### src/rtl/cast_pipe_if.sv
// Handshake bundle for cast_pipe: upstream lhs/op channel plus downstream ret channel.
// The ovf wire exists only when CAST_PIPE_OVF_FLAG_EN is defined.
interface cast_pipe_if #(
  parameter int IN_WIDTH  = 32,
  parameter int OUT_WIDTH = 32
);
  logic                 in_valid;
  logic                 in_ready;
  logic [1:0]           op;
  logic [IN_WIDTH-1:0]  lhs;
  logic                 out_valid;
  logic                 out_ready;
  logic [OUT_WIDTH-1:0] ret;
`ifdef CAST_PIPE_OVF_FLAG_EN
  logic                 ovf;
`endif

  modport master (
    output in_valid, op, lhs, out_ready,
    input  in_ready, out_valid, ret
`ifdef CAST_PIPE_OVF_FLAG_EN
    , input ovf
`endif
  );

  modport slave (
    input  in_valid, op, lhs, out_ready,
    output in_ready, out_valid, ret
`ifdef CAST_PIPE_OVF_FLAG_EN
    , output ovf
`endif
  );
endinterface

### src/rtl/cast_pipe.sv
// Pipelined valid/ready integer cast (ZEXT/SEXT/TRUNC/SAT_TRUNC) with bubble-collapsing stages.
// Optional overflow flag output enabled by defining CAST_PIPE_OVF_FLAG_EN.
module cast_pipe #(
  parameter int IN_WIDTH  = 32,
  parameter int OUT_WIDTH = 32,
  parameter int STAGES    = 1
) (
  input  logic       clk,
  input  logic       reset,
  input  logic       enable,
  cast_pipe_if.slave io
);
  localparam int N = IN_WIDTH;
  localparam int M = OUT_WIDTH;
  localparam logic [M-1:0] SMIN = M'(1) << (M-1);
  localparam logic [M-1:0] SMAX = ~SMIN;

  typedef enum logic [1:0] {OP_ZEXT, OP_SEXT, OP_TRUNC, OP_SAT} op_e;

  logic [M-1:0] zext_w, sext_w, sat_w, cast_ret;
`ifdef CAST_PIPE_OVF_FLAG_EN
  logic         lossy_u, lossy_s, cast_ovf;
`endif

  assign zext_w = M'(io.lhs);
  assign sext_w = M'($signed(io.lhs));

  if (M >= N) begin : g_wide
    assign sat_w = sext_w;
`ifdef CAST_PIPE_OVF_FLAG_EN
    assign lossy_u = 1'b0;
    assign lossy_s = 1'b0;
`endif
  end else begin : g_narrow
    // lhs fits a signed M-bit value iff bits [N-1:M-1] are all equal
    logic [N-M:0] top;
    logic         fits;
    assign top   = io.lhs[N-1:M-1];
    assign fits  = (&top) | ~(|top);
    assign sat_w = fits ? io.lhs[M-1:0] : (io.lhs[N-1] ? SMIN : SMAX);
`ifdef CAST_PIPE_OVF_FLAG_EN
    assign lossy_u = |io.lhs[N-1:M];
    assign lossy_s = ~fits;
`endif
  end

  always_comb begin
    cast_ret = zext_w;
`ifdef CAST_PIPE_OVF_FLAG_EN
    cast_ovf = 1'b0;
`endif
    case (op_e'(io.op))
      OP_ZEXT:  cast_ret = zext_w;
      OP_SEXT:  cast_ret = sext_w;
      OP_TRUNC: cast_ret = zext_w;
      OP_SAT:   cast_ret = sat_w;
      default:  cast_ret = zext_w;
    endcase
`ifdef CAST_PIPE_OVF_FLAG_EN
    cast_ovf = io.op[1] ? lossy_s : lossy_u;
`endif
  end

  logic [STAGES-1:0]        vld_q, vld_d, load;
  logic [STAGES-1:0][M-1:0] ret_q, ret_d;
`ifdef CAST_PIPE_OVF_FLAG_EN
  logic [STAGES-1:0]        ovf_q, ovf_d;
`endif

  // A stage may load unless it and every stage after it hold data while the consumer stalls.
  for (genvar k = 0; k < STAGES; k++) begin : g_load
    assign load[k] = enable & (io.out_ready | ~(&vld_q[STAGES-1:k]));
  end

  always_comb begin
    vld_d = vld_q;
    ret_d = ret_q;
`ifdef CAST_PIPE_OVF_FLAG_EN
    ovf_d = ovf_q;
`endif
    if (load[0]) begin
      vld_d[0] = io.in_valid;
      ret_d[0] = cast_ret;
`ifdef CAST_PIPE_OVF_FLAG_EN
      ovf_d[0] = cast_ovf;
`endif
    end
    for (int k = 1; k < STAGES; k++) begin
      if (load[k]) begin
        vld_d[k] = vld_q[k-1];
        ret_d[k] = ret_q[k-1];
`ifdef CAST_PIPE_OVF_FLAG_EN
        ovf_d[k] = ovf_q[k-1];
`endif
      end
    end
  end

  always_ff @(posedge clk) begin
    if (reset) begin
      vld_q <= '0;
      ret_q <= '0;
`ifdef CAST_PIPE_OVF_FLAG_EN
      ovf_q <= '0;
`endif
    end else begin
      vld_q <= vld_d;
      ret_q <= ret_d;
`ifdef CAST_PIPE_OVF_FLAG_EN
      ovf_q <= ovf_d;
`endif
    end
  end

  assign io.in_ready  = enable & ~reset & load[0];
  assign io.out_valid = vld_q[STAGES-1];
  assign io.ret       = ret_q[STAGES-1];
`ifdef CAST_PIPE_OVF_FLAG_EN
  assign io.ovf       = ovf_q[STAGES-1];
`endif
endmodule
### src/flat_wrapper.sv
// flat-port wrapper written by rule: the top's interface ports become plain ports
module cast_pipe_flat 
#(
  parameter int IN_WIDTH  = 32,
  parameter int OUT_WIDTH = 32,
  parameter int STAGES    = 1
)
  (clk, reset, enable, io_in_valid, io_op, io_lhs, io_out_ready, io_in_ready, io_out_valid, io_ret);
  cast_pipe_if #(.IN_WIDTH(IN_WIDTH), .OUT_WIDTH(OUT_WIDTH)) io_i ();
  input  logic clk;
  input  logic reset;
  input  logic enable;
  input wire logic [$bits(io_i.in_valid)-1:0] io_in_valid;
  input wire logic [$bits(io_i.op)-1:0] io_op;
  input wire logic [$bits(io_i.lhs)-1:0] io_lhs;
  input wire logic [$bits(io_i.out_ready)-1:0] io_out_ready;
  output wire logic [$bits(io_i.in_ready)-1:0] io_in_ready;
  output wire logic [$bits(io_i.out_valid)-1:0] io_out_valid;
  output wire logic [$bits(io_i.ret)-1:0] io_ret;
  assign io_i.in_valid = io_in_valid;
  assign io_i.op = io_op;
  assign io_i.lhs = io_lhs;
  assign io_i.out_ready = io_out_ready;
  assign io_in_ready = io_i.in_ready;
  assign io_out_valid = io_i.out_valid;
  assign io_ret = io_i.ret;
  cast_pipe #(.IN_WIDTH(IN_WIDTH), .OUT_WIDTH(OUT_WIDTH), .STAGES(STAGES)) u_core (.clk(clk), .reset(reset), .enable(enable), .io(io_i));
endmodule
### config.mk
export PLATFORM = sky130hd
export DESIGN_NAME = cast_pipe_flat
export DESIGN_NICKNAME = d
export VERILOG_FILES = /design/src/rtl/cast_pipe_if.sv /design/src/rtl/cast_pipe.sv /design/src/flat_wrapper.sv
export SDC_FILE = /design/constraint.sdc
export NUM_CORES = 1
export LEC_CHECK = 0
export ABC_CLOCK_PERIOD_IN_PS = 2500
export CAP_MARGIN = 10
export CORE_ASPECT_RATIO = 1.2
export CORE_MARGIN = 2
export CORE_UTILIZATION = 40
export CTS_BUF_LIST = sky130_fd_sc_hd__clkbuf_4 sky130_fd_sc_hd__clkbuf_8
export CTS_CLUSTER_DIAMETER = 100
export DETAILED_ROUTE_END_ITERATION = 16
export HOLD_SLACK_MARGIN = 0.1
export PLACE_DENSITY = 0.88
export REMOVE_ABC_BUFFERS = 1
export SLEW_MARGIN = 5
export SYNTH_ARGS = -nofsm -noshare
export SYNTH_HDL_FRONTEND = slang
export SYNTH_SLANG_ARGS = --single-unit
### constraint.sdc
create_clock -name clk -period 2.5 [get_ports clk]
set_input_delay 0.5 -clock clk [delete_from_list [all_inputs] [get_ports clk]]
set_output_delay 0.5 -clock clk [all_outputs]
set_load 0.02 [all_outputs]
==> impl_metrics.ini, run 1 <==
[status]
status = finished, final reports clean

[setup_path]
worstSetupPathType = input port to primary output
cp-end-kind = primary output
crit_fanout = 2
cp-start-kind = input port
crit_arrival_ps = 1590
crit_required_ps = 2000

[die]
die_area_mm2 = 0.00430
die_w_um = 60.2
io_pins = 73
die_h_um = 71.5
rows = 24
initial_core_util_pct = 41.7
core_mm2 = 0.00363

[cts]
numClockSinks = 33
cts_buffers = 5
cts-root-buf = clkbuf_8
h-tree-depth = 2
clock_path_buffers = 2
cts_tree = built
clk_latency_ps = 280
cts_hold_buffers = 0
clkTransAtPathRegs_ps = 60

[cells_and_area]
seq_area_um2 = 661
multi_input_area_um2 = 761
layout_common_cells = clkdlybuf4s50_1 (69), nand2b_1 (64), dfxtp_1 (33)
syn2layout_area_growth_pct = 52.8
final_common_cell = clkdlybuf4s50_1
fin_nets = 254
drive_gt1_share_pct = 5.56
diodes = 0
fin_area_mm2 = 0.00232
fillers = 317
fin_util_pct = 63.8
final_cells = 268

[route]
wl_mm = 2.95
viasPerCell = 4.45
drt_iter0_drc = 54
drtPass1Iterations = 4
route.detailed.drc = 0
wire_per_inst_um = 11.0
vias = 1193
postRouteAntennaNets = 0

[logic_synthesis]
syn_avg_cell_area_um2 = 10.4
yosysWarnings = 0
synth.area.top_cells = dfxtp_1 (44%), nand2b_1 (26%), mux2i_1 (21%)
ys_seq_area_share_pct = 43.6
netlist.area_leader.share_pct = 43.6
synth_cell_types = 13
synthCells = 146
yosys_register_bits = 33
syn_area_mm2 = 0.00152
yosysTopAreaCell = dfxtp_1

[sta]
slew_headroom_pct = 64.7
finalClockSkew_ps = 2.30
fin_crit_ps = 2090
period_share_pct = 83.5
hold_ws_ps = 472
fmax_mhz = 479
setup_viol = 0
rsz0062_at_grt = false
worst_pin_slew_ps = 529
finalHoldViolCount = 0
maxSlewViolCount = 0

[global_routing]
antenna_found_initial = 0
gr-usage-met2_pct = 23.9
use_met1_pct = 17.0
grt_use_met3_pct = 6.14
first_global_vias = 1085
grt_max_degree = 66
grt_overflow = 0
grt_pass1_wl_mm = 4.77
top_usage_layer = met2
grt_usage_pct = 14.7

[worst_hold_path]
hold_class = register to register

[place]
dp_hpwl_mm = 2.08
globalplace.congestion = 0.732
dp.cells = 260
portBuffers = 70
dpl_cell_area_mm2 = 0.00221

[flow_run]
drv_cap = 0

[power_and_ir_drop]
finalPower_mw = 1.28
p_leak_nw = 0.940
max-vdd-ir-drop_v = 0.000347
power_density_mw_per_mm2 = 554
==> metrics by stage <==
| step | setup TNS (ps) | setup WS, ps |
|---|---|---|
| 2_1_floorplan | -259 | -259 |
| 4_1_cts | 0 | 2.73 |
| 5_1_grt | 0 | 322 |
| 6_report | 0 | 413 |
| 3_5_place_dp | -2.39 | -2.39 |
| 3_3_place_gp | 0 | 14.6 |
==> cell usage after synthesis <==
| master | number |
|---|---|
| nand2b_1 | 64 |
| dfxtp_1 | 33 |
| mux2i_1 | 32 |
| clkbuf_1 | 6 |
| buf_12 | 3 |
| a21boi_2 | 1 |
| a22oi_1 | 1 |
| buf_2 | 1 |
| buf_6 | 1 |
| inv_1 | 1 |
| nand2_1 | 1 |
| nor2_1 | 1 |
| nor2b_1 | 1 |
==> cell families (layout without fill, tap and decap cells) <==
logic type,count (synthesis),in the layout,share of synthesized area (%)
DFF,33,33,43.6
buffers and inverters,12,82,6.77
muxes,32,32,21.1
and+or+nand+nor,67,67,27.3
AOI/OAI and AO/OA,2,2,1.24
==> critical path: stages <==
cell	delay (ps)
clkdlybuf4s50_1	480
inv_1	70
a21boi_4	160
nor2b_1	130
dlymetal6s2s_1	250
==> path summary, 6_finish.rpt <==
path	start	end	slack, ps	depth (start not counted)
worst max-delay path	io_out_ready	io_in_ready	410	5
worst min-delay path	u_core.io.ret[3]	u_core.io.ret[3]	470	2
worst max register to register	u_core.io.out_valid	u_core.io.ret[14]	1210	3
worst min register to register	u_core.io.ret[3]	u_core.io.ret[3]	470	2
==> cell type report <==
type                       count  share of cell area [%]
multi-input combinational    101                    32.8
timing repair buffer          73                    31.3
sequential                    33                    28.5
clock buffer                   7                    4.16
tap                           52                    2.81
clock inverter                 1                   0.216
inverter                       1                   0.162
==> flip-flops by register name (all words and copies together) (netlist names) <==
signal,flops
u_core.io.ret,32
u_core.io.out_valid,1
==> metal layers <==
metal | vias up | routed length (um)
li1 | 602 | -
met5 | - | 0
met3 | 5 | 245
met2 | 43 | 1450
met4 | 0 | 42
met1 | 543 | 1210
==> timing repair <==
item                                    in CTS  in global routing
buffers inserted                             0                  0
endpoints found under the setup margin       0                  1
gates resized for setup                      0                  1
==> power breakdown <==
part | total (mW) | switching [mW] | internal (mW)
Clock | 0.430 | 0.181 | 0.249
Combinational | 0.275 | 0.113 | 0.161
Sequential | 0.580 | 0.0186 | 0.562
(Power assumes the default switching activity.)
==> run 2, diff against run 1 <==
--- a/config.mk
+++ b/config.mk
@@ -5,11 +5,11 @@
 export SDC_FILE = /design/constraint.sdc
 export NUM_CORES = 1
 export LEC_CHECK = 0
-export ABC_CLOCK_PERIOD_IN_PS = 2500
+export ABC_CLOCK_PERIOD_IN_PS = 1800
 export CAP_MARGIN = 10
 export CORE_ASPECT_RATIO = 1.2
 export CORE_MARGIN = 2
-export CORE_UTILIZATION = 40
+export CORE_UTILIZATION = 38
 export CTS_BUF_LIST = sky130_fd_sc_hd__clkbuf_4 sky130_fd_sc_hd__clkbuf_8
 export CTS_CLUSTER_DIAMETER = 100
 export DETAILED_ROUTE_END_ITERATION = 16
==> constraint.sdc (replaced) <==
create_clock -name clk -period 1.8 [get_ports clk]
set_input_delay 0.36 -clock clk [delete_from_list [all_inputs] [get_ports clk]]
set_output_delay 0.36 -clock clk [all_outputs]
set_load 0.02 [all_outputs]
==> run 2 against run 1 <==
Net effect: sequential share of layout area increased by 0.28 points; highest routed layer unchanged; count of clock-buffer cells in the layout decreased by 1; core utilization decreased by 4.6 points; critical path type unchanged; largest power group unchanged; cell area decreased by 0.97%.
==> impl_metrics.ini, run 2 (same netlist as run 1, synthesis figures left out) <==
[sta]
setup_viol = 0
period_share_pct = 96.4
finalHoldViolCount = 0
fin_crit_ps = 1730
worst_pin_slew_ps = 550
rsz0062_at_grt = false
slew_headroom_pct = 63.3
finalClockSkew_ps = 4.69
fmax_mhz = 577
hold_ws_ps = 469
maxSlewViolCount = 0

[power_and_ir_drop]
seqPwrFrac_pct = 46.9
max-vdd-ir-drop_v = 0.000572
p_leak_nw = 0.925
finalPower_mw = 1.72
power.switching_uw = 433
pwr-share-clk_pct = 30.9
switching_share_pct = 25.2
power_density_mw_per_mm2 = 749
internal_power_mw = 1.29
p_comb_share_pct = 22.2

[die]
rows = 25
die_area_mm2 = 0.00451
die_w_um = 61.7
initial_core_util_pct = 39.1
core_mm2 = 0.00388
die_h_um = 73.2
io_pins = 73

[cells_and_area]
layout_common_cells = clkdlybuf4s50_1 (68), nand2b_1 (64), dfxtp_1 (33)
fin_nets = 253
final_common_cell = clkdlybuf4s50_1
drive_gt1_share_pct = 6.05
syn2layout_area_growth_pct = 51.3
largest_reg_flops = 32
final_cells = 269
diodes = 0

[global_routing]
antenna_found_initial = 0
grt_overflow = 0
grt_use_met3_pct = 3.90
grt_max_degree = 66
top_usage_layer = met2
first_global_vias = 1144
gr-usage-met2_pct = 23.5
grt_usage_pct = 13.9
use_met1_pct = 15.0
grt_pass1_wl_mm = 4.64

[setup_path]
critPathLaunch = enable
cp_slowest_cell = clkdlybuf4s50_1
crit_family = buffers and inverters
worstSetupPathType = input port to primary output
crit-reg2reg-launch = u_core.io.out_valid
cpPeakStageDelay_ps = 510
r2r_cells = 3
cp-start-kind = input port
path_buf_inv = 2
crit_required_ps = 1440
crit_arrival_ps = 1370
crit_fanout = 3
worstSetupEndpoint = io_in_ready
cp-end-kind = primary output
critical_path_depth = 4
timing.rr.end = u_core.io.ret[0]
cp_cell_sequence = clkdlybuf4s50_1 -> a21boi_4 -> nor2b_1 -> buf_4
reg2reg_slack_ps = 470

[cts]
cts-root-buf = clkbuf_8
clk_latency_ps = 280
cts_setup_buffers = 0
cts_buffers = 5
numClockSinks = 33
cts_tree = built
clock_path_buffers = 2
h-tree-depth = 2
clkTransAtPathRegs_ps = 60

[route]
postRouteAntennaNets = 0
wire_per_inst_um = 11.2
drt_iter0_drc = 40
route.detailed.drc = 0
wl_mm = 3.01
vias = 1183
viasPerCell = 4.40
drtPass1Iterations = 4

[flow_run]
drv_cap = 0

[status]
status = finished, final reports clean

[place]
portBuffers = 70
globalplace.congestion = 0.726
dp.cells = 261
dp_hpwl_mm = 2.12

[worst_hold_path]
hold_class = register to register
run 2: cell types whose count changed in the layout (fill, tap and decap cells not counted):
cell | previous run | this run
inv_1 | 1 | 0
clkinv_2 | 1 | 2
clkbuf_8 | 7 | 5
inv_2 | 0 | 1
clkdlybuf4s50_1 | 69 | 68
clkbuf_4 | 0 | 1
run 2: layer usage:
| layer | part of all wire, % | wire [um] | up-vias |
|---|---|---|---|
| met5 | 0 | 0 | - |
| met1 | 42 | 1250 | 536 |
| li1 | - | - | 601 |
| met2 | 50 | 1500 | 40 |
| met3 | 6.7 | 203 | 6 |
| met4 | 1.8 | 54 | 0 |
run 2: worst min-delay path by stage:
| stage | cells past startpoint | endpoint | slack (ps) | startpoint |
|---|---|---|---|---|
| final | 2 | u_core.io.ret[29] | 470 | u_core.io.ret[29] |
| after global routing | 2 | u_core.io.ret[26] | 500 | u_core.io.ret[26] |
| after CTS | 2 | u_core.io.ret[29] | 480 | u_core.io.ret[29] |
| after detailed placement | 2 | u_core.io.ret[5] | 460 | u_core.io.ret[5] |
| after global placement | 2 | u_core.io.ret[25] | 460 | u_core.io.ret[25] |
| after floorplan | 1 | u_core.io.out_valid | 430 | reset |
run 2: repair_timing:
item	4_1_cts	5_1_grt
resized for setup	4	3
pin swaps	0	0
hold buffers	0	0
setup endpoints to repair	1	1
run 2: area by class of cell:
class	instances	area, um2
flip-flops and latches	33	661
clock buffers	6	76.3
clock inverters	2	10.0
inverters	1	3.75
multi-input cells	101	761
fillers	347	1580
well taps	54	67.6
repair buffers	72	716
run 2: worst register-to-register path: stages, from the launching register on:
cell	delay (ps)
dfxtp_1	340
a21boi_4	150
buf_4	480
mux2i_1	280
run 2: power by group through the flow:
stage	combinational [mW]	clock, mW	sequential, mW
6_report	0.381	0.531	0.806
5_1_grt	0.410	0.582	0.812
4_1_cts	0.386	0.554	0.807
3_5_place_dp	0.386	0	0.823
3_3_place_gp	0.380	0	0.821
2_1_floorplan	0.116	0	0.881
run 2: per-stage QoR:
step / utilization (%) / setup WS (ps) / cell area, um2 / setup TNS, ps
after floorplan: - / -784 / 1420 / -10880
after global placement: 56.9 / -406 / 2210 / -3130
after detailed placement: 56.9 / -440 / 2210 / -4420
after CTS: 59.0 / 13.6 / 2290 / 0
after global routing: 59.2 / 7.28 / 2290 / 0
final: 59.2 / 65.6 / 2290 / 0
==> run 3, diff against run 2 <==
--- a/config.mk
+++ b/config.mk
@@ -5,16 +5,18 @@
 export SDC_FILE = /design/constraint.sdc
 export NUM_CORES = 1
 export LEC_CHECK = 0
+export ABC_AREA = 1
 export ABC_CLOCK_PERIOD_IN_PS = 1800
 export CAP_MARGIN = 10
 export CORE_ASPECT_RATIO = 1.2
 export CORE_MARGIN = 2
-export CORE_UTILIZATION = 38
+export CORE_UTILIZATION = 37
 export CTS_BUF_LIST = sky130_fd_sc_hd__clkbuf_4 sky130_fd_sc_hd__clkbuf_8
 export CTS_CLUSTER_DIAMETER = 100
 export DETAILED_ROUTE_END_ITERATION = 16
+export GPL_TIMING_DRIVEN = 0
 export HOLD_SLACK_MARGIN = 0.1
-export PLACE_DENSITY = 0.88
+export PLACE_DENSITY = 0.86
 export REMOVE_ABC_BUFFERS = 1
 export SLEW_MARGIN = 5
 export SYNTH_ARGS = -nofsm -noshare
==> constraint.sdc (replaced) <==
create_clock -name clk -period 1.8 [get_ports clk]
set_input_delay 0.36 -clock clk [delete_from_list [all_inputs] [get_ports clk]]
set_output_delay 0.36 -clock clk [all_outputs]
set_load 0.01 [all_outputs]
==> run 3 against run 2 <==
Net effect: worst hold slack better by 11 ps; non-clock buffer count up 1; largest cell class is now non-clock buffers; total power up 4.8%; cell area up 1.3%; critical path depth up 2.
==> impl_metrics.ini, run 3 <==
[route]
route.detailed.drc = 0
viasPerCell = 4.55
wire_per_inst_um = 10.6
postRouteAntennaNets = 0
drtPass1Iterations = 4
vias = 1543
wl_mm = 3.58
drt_iter0_drc = 91

[global_routing]
grt_max_degree = 43
grt_overflow = 0
antenna_found_initial = 0
grt_pass1_wl_mm = 5.50
first_global_vias = 1272
grt_usage_pct = 16.0

[die]
core_mm2 = 0.00391
io_pins = 73
rows = 25
initial_core_util_pct = 38.1
die_w_um = 61.9
die_h_um = 73.5
die_area_mm2 = 0.00455

[cts]
numClockSinks = 33
clock_path_buffers = 2
cts_tree = built
clkTransAtPathRegs_ps = 60
cts_hold_buffers = 0
cts_buffers = 5
h-tree-depth = 2
clk_latency_ps = 270
cts-root-buf = clkbuf_8

[setup_path]
worstSetupPathType = input port to primary output
crit-reg2reg-launch = u_core.io.out_valid
cp-start-kind = input port
cp-end-kind = primary output
crit_required_ps = 1440
critPathLaunch = io_out_ready
crit_fanout = 2
crit_arrival_ps = 1350

[logic_synthesis]
synth_common_cells = inv_1 (35), nand2_1 (35), nor2_1 (35)
synthCells = 220
netlist.area_leader.share_pct = 44.4
synth_cell_types = 11
ys_seq_area_share_pct = 44.4
syn_area_mm2 = 0.00149
yosys_register_bits = 33
synth.area.top_cells = dfxtp_1 (44%), a21oi_1 (11%), nand3_1 (11%)
synth-main-ff-cell = dfxtp_1
syn_avg_cell_area_um2 = 6.77
yosysWarnings = 0
yosysTopAreaCell = dfxtp_1
synth_edf_count = 0
synthArstFlopShare_pct = 0

[sta]
tns_ps = 0
fin_crit_ps = 1710
maxSlewViolCount = 0
fin_ws_ps = 89.4
slew_headroom_pct = 33.5
setup_viol = 0
fmax_mhz = 585
finalHoldViolCount = 0
period_share_pct = 95.0
finalClockSkew_ps = 2.22
worst_pin_slew_ps = 996
rsz0062_at_grt = false

[place]
globalplace.congestion = 0.700
dp_hpwl_mm = 2.40
pre_cts_ws_ps = -496
portBuffers = 70

[cells_and_area]
largest_reg_flops = 32
fin_nets = 323
drive_gt1_share_pct = 5.61
layout_common_cells = clkdlybuf4s50_1 (68), nor2_1 (35), nand2_1 (34), inv_1 (34)
fin_util_pct = 59.4
final_common_cell = clkdlybuf4s50_1
diodes = 0
syn2layout_area_growth_pct = 56.1
fillers = 384

[worst_hold_path]
min_from = u_core.io.ret[9]
hold_class = register to register

[status]
status = finished, final reports clean

[power_and_ir_drop]
power_density_mw_per_mm2 = 775
p_leak_nw = 1.11
max-vdd-ir-drop_v = 0.000443

[flow_run]
drv_cap = 0
run 3: changes by cell type in the layout (fill, tap and decap cells not counted), sizes merged, moves of 34 or more:
| cell | delta |
|---|---|
| nand2 | +35 |
| nand2b | -64 |
| nor2 | +34 |
| inv | +34 |
run 3: layout make-up:
| class | instances | area, um2 | area share, % |
|---|---|---|---|
| clock buffer | 8 | 91.3 | 3.93 |
| sequential | 33 | 662 | 28.5 |
| multi-input combinational | 136 | 618 | 26.6 |
| inverter | 35 | 131 | 5.65 |
| tap | 54 | 67.6 | 2.91 |
| timing repair buffer | 73 | 753 | 32.4 |
run 3: final timing paths:
path | end | depth (start not counted) | slack, ps
hold reg to reg | u_core.io.ret[9] | 2 | 480
setup / recovery | io_in_ready | 6 | 90
setup reg to reg | u_core.io.ret[25] | 6 | 580
hold / removal | u_core.io.ret[9] | 2 | 480
run 3: through the flow:
step	power (mW)	instances	hold WS (ps)	cell area (um2)
after CTS	1.83	339	484	2320
after detailed placement	1.25	329	467	2200
final	1.80	339	480	2320
after floorplan	0.995	203	508	1380
after global routing	1.90	339	513	2320
after global placement	1.23	327	460	2150
run 3: critical path: stages:
cell and delay, ps:
clkdlybuf4s50_1 470, inv_2 80, nand2_8 80, nand2_1 40, nor2_1 80, clkdlybuf4s15_1 240
run 3: layer usage:
layer  track usage (%)  wire length [um]  vias up
met5                 0                 0        -
met4              7.80                80        0
met3              4.58               188        9
met2              26.8              1830       44
met1              18.0              1480      685
li1                  -                 -      805
run 3: kinds of logic (layout without fill, tap and decap cells):
kind of cell    count (synthesis)  count (layout)  share of synthesized area [%]
simple gates                  103             104                           28.9
buf+inv                        52             116                           16.0
flops                          33              33                           44.4
compound gates                 32              32                           10.8
run 3: power breakdown:
part	switching [mW]	total, mW	internal [mW]
Sequential	0.0325	0.822	0.790
Combinational	0.178	0.415	0.237
Clock	0.243	0.563	0.319
Total	0.454	1.80	1.35
run 3: what timing repair did:
action                                  4_1_cts  5_1_grt
gates cloned                                  1        0
endpoints found under the setup margin        1        1
resized for setup                             5        2
setup buffers                                 1        0
pin swaps                                     1        0
